<file path="config.mk">
export PLATFORM = sky130hd
export DESIGN_NAME = cell_plot_scheduler
export DESIGN_NICKNAME = d
export VERILOG_FILES = /design/src/rtl/cell_plot_scheduler.sv
export SDC_FILE = /design/constraint.sdc
export NUM_CORES = 1
export LEC_CHECK = 0
export ABC_CLOCK_PERIOD_IN_PS = 3300
export CAP_MARGIN = 20
export CORE_MARGIN = 8
export CORE_UTILIZATION = 50
export DETAILED_ROUTE_END_ITERATION = 6
export PLACE_DENSITY = 0.75
export SETUP_SLACK_MARGIN = 0.1
export SYNTH_ARGS = -nofsm -noshare
export SYNTH_HDL_FRONTEND = slang
export SYNTH_SLANG_ARGS = --single-unit
</file>
<file path="constraint.sdc">
create_clock -name CLOCK_50 -period 3.3 [get_ports CLOCK_50]
set_input_delay 0.825 -clock CLOCK_50 [delete_from_list [all_inputs] [get_ports CLOCK_50]]
set_output_delay 0.825 -clock CLOCK_50 [all_outputs]
set_load 0.01 [all_outputs]
</file>
<file path="src/rtl/cell_plot_scheduler.sv">
// rtl/cell_plot_scheduler.sv - round-robin cell painter for vga_adapter; optional full-grid clear via CLEAR_ALL_EN
module cell_plot_scheduler #(
    parameter int         GRID_SIZE     = 28,
    parameter int         PIXEL_SIZE    = 4,
    parameter int         GRID_OFFSET_X = 10,
    parameter int         GRID_OFFSET_Y = 4,
    parameter logic [2:0] CLEAR_COLOUR  = 3'b111
) (
    input  logic       CLOCK_50,
    input  logic       resetn,
    input  logic       req0_valid,
    output logic       req0_ready,
    input  logic [4:0] req0_cx,
    input  logic [4:0] req0_cy,
    input  logic [2:0] req0_colour,
    input  logic       req1_valid,
    output logic       req1_ready,
    input  logic [4:0] req1_cx,
    input  logic [4:0] req1_cy,
    input  logic [2:0] req1_colour,
    input  logic       clear_i,
    output logic [7:0] vga_x,
    output logic [6:0] vga_y,
    output logic [2:0] vga_colour,
    output logic       vga_plot,
    output logic       busy,
    output logic       drop_o,
    output logic       clear_done_o
);

    localparam int SW = $clog2(PIXEL_SIZE);
    localparam logic [SW-1:0] PMAX = SW'(PIXEL_SIZE - 1);
    localparam logic [4:0]    CMAX = 5'(GRID_SIZE - 1);

    typedef enum logic [1:0] {IDLE, PAINT, CLEAR} state_t;

    state_t        state, state_n;
    logic [4:0]    cx, cy;
    logic [SW-1:0] sx, sy;
    logic          last_grant;
    logic          clear_pend;
    logic          grant0, grant1, accept, in_range;
    logic [4:0]    a_cx, a_cy;
    logic [2:0]    a_colour;
    logic          pix_last, sweep_last;
    logic [SW-1:0] nsx, nsy;
    logic [4:0]    ncx, ncy;

    // Screen coordinate of pixel (s) inside cell (c); wraps to the adapter's bus widths.
    function automatic logic [7:0] pos_x(input logic [4:0] c, input logic [SW-1:0] s);
        return 8'(GRID_OFFSET_X) + 8'(c) * 8'(PIXEL_SIZE) + 8'(s);
    endfunction

    function automatic logic [6:0] pos_y(input logic [4:0] c, input logic [SW-1:0] s);
        return 7'(GRID_OFFSET_Y) + 7'(c) * 7'(PIXEL_SIZE) + 7'(s);
    endfunction

    // Round-robin grant; a pending clear blocks both requesters, reset forces ready low.
    always_comb begin
        grant0     = req0_valid & (~req1_valid | last_grant);
        grant1     = req1_valid & (~req0_valid | ~last_grant);
        req0_ready = resetn & (state == IDLE) & grant0 & ~clear_pend;
        req1_ready = resetn & (state == IDLE) & grant1 & ~clear_pend;
        accept     = req0_ready | req1_ready;
        a_cx       = req1_ready ? req1_cx     : req0_cx;
        a_cy       = req1_ready ? req1_cy     : req0_cy;
        a_colour   = req1_ready ? req1_colour : req0_colour;
        in_range   = ({1'b0, a_cx} < 6'(GRID_SIZE)) && ({1'b0, a_cy} < 6'(GRID_SIZE));
    end

    // Counter stepping: row-major inside a cell, and cell-to-cell only while sweeping.
    always_comb begin
        pix_last   = (sx == PMAX) && (sy == PMAX);
        sweep_last = pix_last && (cx == CMAX) && (cy == CMAX);
        nsx        = sx + SW'(1);
        nsy        = (sx == PMAX) ? sy + SW'(1) : sy;
        ncx        = cx;
        ncy        = cy;
        if (state == CLEAR && pix_last) begin
            ncx = (cx == CMAX) ? 5'd0 : cx + 5'd1;
            ncy = (cx == CMAX) ? cy + 5'd1 : cy;
        end
    end

    // State register.
    always_ff @(posedge CLOCK_50 or negedge resetn) begin
        if (!resetn) state <= IDLE;
        else         state <= state_n;
    end

    // Next-state decode.
    always_comb begin
        state_n = state;
        case (state)
            IDLE: begin
                if (clear_pend)             state_n = CLEAR;
                else if (accept && in_range) state_n = PAINT;
            end
            PAINT:   if (pix_last)   state_n = IDLE;
            CLEAR:   if (sweep_last) state_n = IDLE;
            default: state_n = IDLE;
        endcase
    end

    // Datapath: latch requests, walk the burst, register the adapter write port.
    always_ff @(posedge CLOCK_50 or negedge resetn) begin
        if (!resetn) begin
            cx         <= '0;
            cy         <= '0;
            sx         <= '0;
            sy         <= '0;
            last_grant <= 1'b1;
            vga_x      <= '0;
            vga_y      <= '0;
            vga_colour <= '0;
            vga_plot   <= 1'b0;
            drop_o     <= 1'b0;
        end else begin
            drop_o <= 1'b0;
            case (state)
                IDLE: begin
                    if (clear_pend) begin
                        cx         <= '0;
                        cy         <= '0;
                        sx         <= '0;
                        sy         <= '0;
                        vga_x      <= pos_x(5'd0, '0);
                        vga_y      <= pos_y(5'd0, '0);
                        vga_colour <= CLEAR_COLOUR;
                        vga_plot   <= 1'b1;
                    end else if (accept) begin
                        cx         <= a_cx;
                        cy         <= a_cy;
                        last_grant <= req1_ready;
                        if (in_range) begin
                            sx         <= '0;
                            sy         <= '0;
                            vga_x      <= pos_x(a_cx, '0);
                            vga_y      <= pos_y(a_cy, '0);
                            vga_colour <= a_colour;
                            vga_plot   <= 1'b1;
                        end else begin
                            drop_o <= 1'b1;
                        end
                    end
                end
                PAINT, CLEAR: begin
                    if (state_n == IDLE) begin
                        vga_plot <= 1'b0;
                    end else begin
                        sx    <= nsx;
                        sy    <= nsy;
                        cx    <= ncx;
                        cy    <= ncy;
                        vga_x <= pos_x(ncx, nsx);
                        vga_y <= pos_y(ncy, nsy);
                    end
                end
                default: vga_plot <= 1'b0;
            endcase
        end
    end

    assign busy = (state != IDLE);

`ifdef CLEAR_ALL_EN
    // A clear pulse always re-arms, even while a sweep is running.
    always_ff @(posedge CLOCK_50 or negedge resetn) begin
        if (!resetn)                          clear_pend <= 1'b0;
        else if (clear_i)                     clear_pend <= 1'b1;
        else if (state == IDLE && clear_pend) clear_pend <= 1'b0;
    end

    assign clear_done_o = (state == CLEAR) && sweep_last;
`else
    logic unused_clear;
    assign unused_clear = clear_i;
    assign clear_pend   = 1'b0;
    assign clear_done_o = 1'b0;
`endif

endmodule

</file>
==> results, run 1 <==
- The number of antenna violations at the first check in global routing came to 0.
- The gate count of the mapped netlist is 315.
- The warning count from the yosys run is 0.
- The number of clock sinks is 34.
- The average wire per cell in the routed design is 16.0 um.
- For this design the static power due to leakage is 1.43 nW.
- The slowest stage of the critical path belongs to the cell sky130_fd_sc_hd__clkdlybuf4s50_1.
- The vias per cell is 5.73.
- The detailed router's first-iteration violation count is 95.
- The signed area change from the synthesized netlist to the final layout is 25.0%.
- For this configuration, the core starts out at a cell density of 0.522.
- The share of post-route cells with drive strength above 1 is 0.117.
- After floorplanning, the core was divided into 26 placement rows.
- The total of max-cap violations is 0.
- Synthesis inferred 34 register bits.
- The sequential element share of the synthesized area is 0.315.
- After detailed placement, the design holds a cell count of 431.
- The number of buffers and inverters on the critical path is 3.
- For this block, the routed nets add up to 7.03 mm of wire.
- The number of synthesized flops with an enable pin is 0.
- The clock buffer count from CTS is 5.
- Subtracting the final worst setup slack from the clock period gives 3120 ps.
- The tightest slew margin relative to the limit is 0.575.
- The placer congestion estimate is 0.893.
- For the worst setup path, the data arrival time is 2290 ps.
- Along the worst path, the maximum fanout reaches 4.
- Counting distinct cell types in the post-synthesis netlist gives 60.
- The cell family contributing the most delay on the critical path is buffers and inverters.
- Final hold analysis gives a worst-case slack of 478 ps.
- After global routing the overflow that remains totals 0.
- Across every metal layer, demand over resource in global routing totals 0.191.
- The setup skew after layout is 6.42 ps.
- The final route contains 2515 vias.
- Buffers placed on the I/O ports in this run total 52.
- The floorplan step defined a die boundary enclosing 0.00801 mm2.
- The via count of the first global-routing pass is 2472.
- The wire length of the first global-routing pass is 11.8 mm.
- The floorplan core area is 0.00517 mm2.
- The final net count is 411.
- For this run, the top clock speed supported by timing is 321 MHz.
- The run finished with clean final reports.
- The buffer cell driving the clock tree root is sky130_fd_sc_hd__clkbuf_8.
- Post-CTS timing repair inserted 0 buffers for setup.
- Before antenna repair, the detailed router went through 4 iterations.
- The share of the clock period used by the worst path is 0.945.
- The startpoint type of the worst setup path is an input pin.
- The clock-pin slew on the worst setup and hold paths is 70 ps.
- The commonest non-fill, non-tap cell in the layout is sky130_fd_sc_hd__clkdlybuf4s50_1.
- The net count of the mapped netlist is 358.
- The number of hold violations in the final report is 0.
- The die width is 89.5 um.
- The final count of pins violating max slew was 0.
- The count of cells along the worst hold path is 1.
- For this run, design rule violations remaining after detail routing come to 0.
- The finished cells cover 0.00338 mm2.
- Post-CTS repair changed the size of 0 cells.
- Total power for the finished layout comes to 2.73 mW.
- The finished layout holds 439 standard cells, fillers aside.
- The average instance in the mapped netlist occupies 8.58 um2.
- In this run the number of H-tree levels came out at 2.
- The TritonCTS clock tree is yes.
- Once placement finished, the instance area stood at 0.00329 mm2.
- The data required time of the critical path is 2470 ps.
- The residual antenna-violating net count after detailed routing is 0.
- The leading register cell type out of synthesis is sky130_fd_sc_hd__dfrtp_1.
- Counting flops with an async set or reset pin after synthesis yields a share of 1.00.
- The clock reaches the later pin of the worst-skew pair after 290 ps.
- The count of boundary I/O pins is 55.
- Setup total negative slack on the finished layout was measured at 0 ps.
- The die height is 89.5 um.
- The most numerous cell type found on the critical path is sky130_fd_sc_hd__clkdlybuf4s50_1.
- The HPWL reported at the end of detailed placement is 5.45 mm.
- Setup violations remaining at the end of the flow were counted as 0.
- For this design the ratio of total power to cell area is 810 mW/mm2.
- Across the VDD grid, the largest voltage drop is 0.402 mV.
- Entering global routing, the biggest net connects 25 pins.
- The path depth of the worst reg2reg path is 12.
- The top cell types in the final layout, fill and taps aside, are sky130_fd_sc_hd__clkdlybuf4s50_1 (51), sky130_fd_sc_hd__nand2_1 (42), sky130_fd_sc_hd__dfrtp_1 (33).
- The critical path goes through clkdlybuf4s50_1, nand2_1, nand4_1, inv_2, clkdlybuf4s50_1.
- The peak per-stage delay on the critical path is 560 ps.
- No sink is reached through more buffers than the 2 on the longest clock path.
- Setup repair after global routing left no endpoint under its margin.
- The cell area that synthesis handed to floorplanning was 0.00270 mm2.
- The path class of the lowest-slack min-delay path is reg -> reg.
- The hold-fix buffer count after cts is 0.
- At the pin with the least slew margin, the transition time is 635 ps.
- The number of gates on the worst path with buffers counted is 5.
- The repair_antennas step left the layout with diodes totalling 0.
- The type of destination of the critical path is an output pin.
- The worst setup path is of the in -> out kind.
Yosys cell counts, types with 5 or more instances:
| master | number | area share |
|---|---|---|
| sky130_fd_sc_hd__nand3_1 | 20 | 0.037 |
| sky130_fd_sc_hd__o21ai_1 | 12 | 0.022 |
| sky130_fd_sc_hd__a31oi_1 | 7 | 0.016 |
| sky130_fd_sc_hd__inv_1 | 13 | 0.018 |
| sky130_fd_sc_hd__ha_1 | 12 | 0.056 |
| sky130_fd_sc_hd__mux2i_1 | 13 | 0.048 |
| sky130_fd_sc_hd__dfrtp_1 | 33 | 0.31 |
| sky130_fd_sc_hd__nand2_1 | 42 | 0.058 |
| sky130_fd_sc_hd__buf_2 | 6 | 0.011 |
| sky130_fd_sc_hd__a21oi_1 | 23 | 0.043 |
| sky130_fd_sc_hd__mux2_2 | 7 | 0.029 |
| sky130_fd_sc_hd__clkbuf_1 | 5 | 0.0069 |
| sky130_fd_sc_hd__nor2_1 | 18 | 0.025 |
| sky130_fd_sc_hd__o21ai_0 | 6 | 0.011 |
| sky130_fd_sc_hd__xnor2_1 | 10 | 0.032 |
| sky130_fd_sc_hd__nand4_1 | 6 | 0.014 |
| sky130_fd_sc_hd__nor3_1 | 7 | 0.013 |
| sky130_fd_sc_hd__a211oi_1 | 5 | 0.014 |
| sky130_fd_sc_hd__xor2_1 | 6 | 0.019 |
kinds of logic (layout without fill, tap and decap cells):
group,after synthesis,count (layout),synth area share
AND/OR/NAND/NOR,108,108,0.192
AO/OA/AOI/OAI,91,91,0.241
flip-flops,34,34,0.315
buffers and inverters,32,86,0.0597
multiplexers,21,21,0.0829
XOR/XNOR,16,16,0.0519
adder cells (fa/ha/maj),12,12,0.0556
other,1,1,0.00139
layout make-up:
class	count	area, um2
inverter	14	52.6
clock buffer	7	86.3
clock inverter	1	5.00
multi-input combinational	249	1690
tap	70	87.6
sequential	34	852
fill	461	1800
timing repair buffer	64	606
power breakdown:
part           total [mW]  internal, mW  switching [mW]
Sequential          0.799         0.604           0.194
Clock               0.321         0.168           0.153
Combinational        1.61         0.781           0.833
Total                2.73          1.55            1.18
per-layer routing:
metal,vias up,share of wire,GRT usage
li1,1255,-,-
met1,1174,0.44,0.234
met2,73,0.46,0.311
met3,13,0.075,0.0441
met4,0,0.017,0.0846
met5,-,0,0
registers in the layout, indices dropped and copies added (netlist names):
| signal | cells |
|---|---|
| vga_plot | 1 |
| sx | 1 |
| vga_y | 7 |
| cx | 5 |
| vga_x | 8 |
| cy | 5 |
| state | 2 |
| last_grant | 1 |
| vga_colour | 3 |
| drop_o | 1 |
stage by stage:
step                       util  setup slack (ps)
after floorplan               -               668
after global placement    0.635               202
after detailed placement  0.635               161
after CTS                 0.653               172
after global routing      0.653               106
final                     0.653               182
worst paths after layout:
kind	slack, ps	startpoint	endpoint
max	180	req0_valid	req1_ready
min	480	vga_x[2]	vga_x[2]
max reg2reg	470	state[0]	vga_y[6]
min reg2reg	480	vga_x[2]	vga_x[2]
max in group asynchronous	2490	resetn	last_grant
min in group asynchronous	530	resetn	vga_colour[0]
(Power assumes the default switching activity.)
==> inputs of run 2 (changes only) <==
--- a/config.mk
+++ b/config.mk
@@ -8,9 +8,9 @@
 export ABC_CLOCK_PERIOD_IN_PS = 3300
 export CAP_MARGIN = 20
 export CORE_MARGIN = 8
-export CORE_UTILIZATION = 50
+export CORE_UTILIZATION = 52
 export DETAILED_ROUTE_END_ITERATION = 6
-export PLACE_DENSITY = 0.75
+export PLACE_DENSITY = 0.78
 export SETUP_SLACK_MARGIN = 0.1
 export SYNTH_ARGS = -nofsm -noshare
 export SYNTH_HDL_FRONTEND = slang
==> run 2 against run 1 <==
  * Cell area increased by 2.4%
  * Sequential share of layout area decreased by 0.58 points
  * First-iteration DRC count increased by 27%
  * Sequential cell count unchanged
  * Combinational power increased by 3%
  * Clock power increased by 20%
==> results, run 2 (synthesis gave the netlist of run 1 again) <==
- The worst setup path is launched from an input pin.
- The clock passes through at most 2 buffers.
- Counting the buffers created by CTS gives 5.
- The start-to-end type of the worst setup path is in -> out.
- The first-pass detailed-route iteration total is 4.
- The cell area after layout is 0.00346 mm2.
- Among cell families on the critical path, the largest total delay comes from buffers and inverters.
- Data on the critical path is required at its endpoint by 2470 ps.
- In this run the power density over the cells is 822 mW/mm2.
- In the routed design, unresolved DRC markers number 0.
- Max-cap violations in this run came to 0.
- In the layout the commonest cells are sky130_fd_sc_hd__clkdlybuf4s50_1 (51), sky130_fd_sc_hd__nand2_1 (42), sky130_fd_sc_hd__dfrtp_1 (33).
- The path class of the tightest hold or removal check is reg -> reg.
- The setup skew after layout is 6.93 ps.
- The library cell appearing most often on the critical path is sky130_fd_sc_hd__clkdlybuf4s50_1.
- In this run the remaining antenna-violating nets after routing total 0.
- The master of the slowest instance on the critical path is sky130_fd_sc_hd__clkdlybuf4s50_1.
- The area enclosed by the die boundary is 0.00776 mm2.
- The final critical delay including setup and external delays is 3110 ps.
- Buffers placed on the I/O ports in this run total 52.
- The overall routed net length is 7.11 mm.
- Gates resized during post-CTS repair numbered 0.
- The static leakage power is 1.47 nW.
- Counting flops per register, the top entry is vga_x.
- Relative to the synthesized area, the layout overhead comes to 28.0%.
- The number of antenna violations at the first check in global routing is 0.
- The via count of the first global-routing pass came to 2499.
- The number of endpoints failing setup at the final stage is 0.
- The hold-fix buffer count after cts is 0.
- Measured along the y axis, the die boundary spans 88.1 um.
- The worst-case IR drop observed on VDD is 0.579 mV.
- The final count of pins violating max slew is 0.
- Once detailed placement completed, the half-perimeter wirelength came to 5.44 mm.
- Along the worst path, the maximum fanout reaches 4.
- The number of clock sinks is 34.
- The H-tree was split into 2 levels.
- The share of the clock period used by the worst path is 0.943.
- The detailed router finished its first iteration with 121 violations.
- The register with the most flip-flops in the layout has 8 of them.
- The count of boundary I/O pins is 55.
- The worst register-to-register path has a setup slack of 570 ps.
- In the final layout, the share of cells above drive strength 1 is 0.130.
- Setup slack on the critical path of the routed design comes to 189 ps.
- The number of buffer and inverter instances along the worst setup path is 3.
- The cell area after placement is 0.00333 mm2.
- For this configuration, the core starts out at a cell density of 0.532.
- The tree is rooted in a sky130_fd_sc_hd__clkbuf_8.
- The final net count is 418.
- After floorplanning, the core was sized to cover 0.00507 mm2.
- The setup total negative slack is 0 ps.
- Summed over all layers, the global routing overflow is 0.
- The via count of the routed design is 2561.
- The number of hold violations in the final report is 0.
- The setup slack at placement is 117 ps.
- The wire length of the first global-routing pass is 11.8 mm.
- In the final layout, the registers with the most flip-flops are vga_x (8), vga_y (7).
- Entering global routing, the biggest net connects 23 pins.
- The type of destination of the critical path is an output pin.
- The floorplan has 26 rows.
- The post-route worst hold slack is 481 ps.
- Setup repair after global routing left no endpoint under its margin.
- The vias per cell is 5.74.
- The die width is 88.1 um.
- The peak per-stage delay on the critical path is 550 ps.
- TritonCTS built the clock tree.
- Dividing the detail-routed wire length by the instance count gives 15.9 um.
- Clock-pin slew was measured on the worst setup and hold paths at 70 ps.
- The flow ran to the end, and the final reports show no timing, DRC or antenna violations.
- Walking the worst path, the cells encountered are clkdlybuf4s50_1, nand2_1, nand4_1, inv_2, clkdlybuf4s50_1.
- The data arrival at the endpoint of the critical path is 2290 ps.
- Timing would allow up to 321 MHz.
- The placer congestion estimate is 0.882.
- In the global route stage, overall resource usage came out at 0.191.
- The number of diodes is 0.
- The source-to-sink clock delay at the later pin of the worst-skew pair is 290 ps.
- The commonest non-fill, non-tap cell in the layout is sky130_fd_sc_hd__clkdlybuf4s50_1.
-- run 2: changes by cell type in the layout (fill, tap and decap cells not counted), sizes merged --
cell,before,now
bufinv,0,1
clkinv,1,0
buf,13,20
-- run 2: path summary, 6_finish.rpt --
check,startpoint,to,cells past startpoint
max,req0_valid,req1_ready,5
max in group asynchronous,resetn,last_grant,2
min in group asynchronous,resetn,cy[4],2
max reg2reg,state[0],vga_y[4],10
min,vga_x[4],vga_x[4],1
min reg2reg,vga_x[4],vga_x[4],1
-- run 2: cell type report --
class	count	area [um2]
clock buffer	7	76.3
tap	70	87.6
sequential	34	852
timing repair buffer	71	671
fill	434	1620
inverter	14	52.6
multi-input combinational	249	1690
clock inverter	1	30.0
-- run 2: through the flow --
step | total power, mW | std cells | utilization
6_report | 2.84 | 446 | 0.681
5_1_grt | 3.06 | 446 | 0.681
4_1_cts | 2.84 | 443 | 0.677
3_5_place_dp | 2.44 | 435 | 0.656
3_3_place_gp | 2.40 | 435 | 0.656
2_1_floorplan | 1.90 | 315 | -
-- run 2: repair_timing --
action | 4_1_cts | 5_1_grt
endpoints found under the hold margin | 0 | 0
setup endpoints to repair | 0 | 1
setup buffers | 0 | 3
-- run 2: routing by layer --
metal,vias up,GRT usage,share of wire
met5,-,0,0
met3,7,0.0319,0.037
met1,1246,0.231,0.42
met2,43,0.337,0.53
li1,1265,-,-
met4,0,0.0568,0.0091
-- run 2: worst reg2reg max path: cells and delay by family (launching register included) --
| family | cells | cell delay (ps) |
|---|---|---|
| xor+xnor | 2 | 350 |
| fa+ha+maj | 2 | 570 |
| buf+inv | 1 | 130 |
| flops | 1 | 440 |
| mux | 3 | 750 |
| simple gates | 2 | 390 |
-- run 2: where the power goes --
group | total (mW) | leakage (nW) | internal (mW) | switching (mW)
clock network | 0.384 | 0.0524 | 0.226 | 0.158
logic | 1.66 | 1.01 | 0.809 | 0.850
registers | 0.798 | 0.409 | 0.604 | 0.194
==> inputs of run 3 (changes only) <==
--- a/config.mk
+++ b/config.mk
@@ -5,12 +5,11 @@
 export SDC_FILE = /design/constraint.sdc
 export NUM_CORES = 1
 export LEC_CHECK = 0
-export ABC_CLOCK_PERIOD_IN_PS = 3300
+export ABC_CLOCK_PERIOD_IN_PS = 2800
 export CAP_MARGIN = 20
-export CORE_MARGIN = 8
-export CORE_UTILIZATION = 52
+export CORE_UTILIZATION = 47
 export DETAILED_ROUTE_END_ITERATION = 6
-export PLACE_DENSITY = 0.78
+export PLACE_DENSITY = 0.74
 export SETUP_SLACK_MARGIN = 0.1
 export SYNTH_ARGS = -nofsm -noshare
 export SYNTH_HDL_FRONTEND = slang
==> constraint.sdc (replaced) <==
create_clock -name CLOCK_50 -period 2.8 [get_ports CLOCK_50]
set_input_delay 0.7 -clock CLOCK_50 [delete_from_list [all_inputs] [get_ports CLOCK_50]]
set_output_delay 0.7 -clock CLOCK_50 [all_outputs]
set_load 0.01 [all_outputs]
==> run 3 against run 2 <==
  * Clock skew is 2.2 ps higher
  * Sequential share of layout area is 0.92 points lower
  * Global-route usage is 5.7 points higher
  * Non-clock buffer count is 10 higher
  * Worst setup slack better by 41 ps
  * Critical path depth is 1 lower
  * Clock-buffer cell count is 1 lower
  * Sequential power is 19% higher
  * Register-to-register slack worse by 310 ps
  * Critical path type is now reg -> out
==> results, run 3 (synthesis gave the netlist of run 1 again) <==
- The flow ran to the end, and the final reports show no timing, DRC or antenna violations.
- The setup skew after layout is 9.16 ps.
- The largest registers in the layout are vga_x (8), vga_y (7).
- The source-to-sink clock delay at the later pin of the worst-skew pair is 290 ps.
- The buffer cell driving the clock tree root is sky130_fd_sc_hd__clkbuf_8.
- For this run, the total global-route usage over all layers was measured as 0.249.
- Clock-pin slew was measured on the worst setup and hold paths at 70 ps.
- The clock passes through at most 2 buffers.
- After detailed routing, the number of remaining DRC violations is 0.
- The start-to-end type of the worst setup path is reg -> out.
- The post-route worst hold slack is 396 ps.
- Compared with the post-synthesis result, the final layout area differs by 32.9%.
- The average wire per cell in the routed design is 15.3 um.
- The wire length of the first global-routing pass is 11.9 mm.
- Dividing the detail-routed via count by the number of cells gives 5.71.
- Setup repair after global routing left no endpoint under its margin.
- The first-pass detailed-route iteration total is 5.
- The largest voltage drop on the vdd net is 0.561 mV.
- Total power for the finished layout comes to 3.53 mW.
- OpenSTA, run right after detailed placement, puts the worst setup slack at -7.53 ps.
- The via count of the first global-routing pass was 2514.
- The type of destination of the critical path is an output pin.
- The area enclosed by the die boundary is 0.00605 mm2.
- The largest net degree at the start of global routing is 24.
- The remaining global-route overflow is 0.
- Including well taps, the total number of placed cells is 450.
- The largest single stage delay on the critical path is 580 ps.
- The HPWL reported at the end of detailed placement is 5.36 mm.
- The core region is 0.00551 mm2.
- The final net count is 428.
- The final count of pins violating max slew came to 0.
- Once detail routing completed, the nets flagged for antenna violations numbered 0.
- The number of hold violations in the final report is 0.
- Once routing completed, OpenROAD measured the worst setup slack at 230 ps.
- The register with the most flip-flops in the layout has 8 of them.
- In this run, CTS created clock tree buffers numbering 5.
- The share of post-route cells with drive strength above 1 is 0.168.
- The library cell appearing most often on the critical path is sky130_fd_sc_hd__inv_1.
- The number of buffer and inverter instances along the worst setup path is 3.
- The number of standard-cell rows in the floorplan is 27.
- The placer congestion estimate is 0.918.
- The die width is 77.8 um.
- The count of boundary I/O pins is 55.
- The placed instances occupy a cell area of 0.00343 mm2.
- The register with the most flip-flops is vga_x.
- For this design the ratio of total power to cell area is 982 mW/mm2.
- The finished cells cover 0.00359 mm2.
- For this design the static power due to leakage is 1.54 nW.
- STA puts the critical path data required time at 2100 ps.
- The TritonCTS clock tree is yes.
- The data arrival at the endpoint of the critical path is 1870 ps.
- The via count of the routed design is 2614.
- In this run the number of H-tree levels came out at 2.
- The commonest non-fill, non-tap cell in the layout is sky130_fd_sc_hd__clkdlybuf4s50_1.
- Measured along the y axis, the die boundary spans 77.8 um.
- The worst setup path is launched from a flop.
- The maximum fanout count along the critical path is 7.
- The tool flagged a number of max-cap violations equal to 0.
- The signal on the critical path passes through inv_1, ha_1, inv_1, clkdlybuf4s50_1.
- The number of clock sinks is 34.
- The detailed router's first-iteration violation count is 117.
- The filler-free cell count of the finished design is 458.
- In this design, the largest share of critical-path delay is due to buffers and inverters.
- During placement, the flow inserted port buffers numbering 52.
- Based on the critical path, the design can be clocked at up to 389 MHz.
- Buffers added to address setup during post-CTS repair amount to 0.
- The overall routed net length is 7.02 mm.
- The top cell types in the final layout, fill and taps aside, are sky130_fd_sc_hd__clkdlybuf4s50_1 (49), sky130_fd_sc_hd__nand2_1 (42), sky130_fd_sc_hd__dfrtp_1 (33).
- The path class of the lowest-slack min-delay path is in -> async.
- The master of the slowest instance on the critical path is sky130_fd_sc_hd__clkdlybuf4s50_1.
- The number of endpoints failing setup at the final stage is 0.
- The final critical delay including setup and external delays is 2570 ps.
- The share of the clock period used by the worst path is 0.918.
- The number of diodes is 0.
- The initial utilization of the core area, before any placement, comes to 0.491.
- The number of antenna violations at the first check in global routing came to 0.
-- run 3: power by group --
group          internal [mW]  switching (mW)  leakage [nW]
clock                  0.380           0.188        0.0714
sequential             0.712           0.238         0.409
combinational          0.995            1.01          1.06
-- run 3: worst register-to-register path, delay by kind of cell, from the launching register on --
kind	cells	cell delay [ps]
flops	1	420
fa+ha+maj	2	450
mux	2	350
compound gates	1	180
buf+inv	2	300
simple gates	3	600
xor+xnor	1	130
-- run 3: path summary, 6_finish.rpt --
kind | slack (ps) | to | from | cells after the start
max | 230 | busy | state[0] | 4
min | 400 | vga_plot | resetn | 2
max reg2reg | 260 | vga_x[5] | state[0] | 11
min reg2reg | 480 | vga_x[4] | vga_x[4] | 1
max in group asynchronous | 2120 | cy[3] | resetn | 2
min in group CLOCK_50 | 480 | vga_x[4] | vga_x[4] | 1
-- run 3: stage by stage --
step                setup TNS (ps)   util
finish                           0  0.652
detailed placement           -11.2  0.623
floorplan                        0      -
global route                     0  0.652
global placement                 0  0.623
CTS                              0  0.648
-- run 3: layer usage --
layer | global-route usage | part of all wire | up-vias
li1 | - | - | 1285
met1 | 0.318 | 0.44 | 1237
met2 | 0.418 | 0.49 | 72
met3 | 0.0447 | 0.039 | 20
met4 | 0.0887 | 0.024 | 0
met5 | 0 | 0 | -
-- run 3: cell type report --
type                            count  area [um2]
Fill cell                         458        1920
Inverter                           14        52.6
Timing Repair Buffer               81         743
Tap cell                           72        90.1
Clock buffer                        6        82.6
Sequential cell                    34         852
Clock inverter                      2        60.1
Multi-Input combinational cell    249        1710
-- run 3: repair_timing --
item	4_1_cts	5_1_grt
resized for setup	2	5
endpoints found under the setup margin	2	3
pin swaps	0	1
hold buffers	0	0
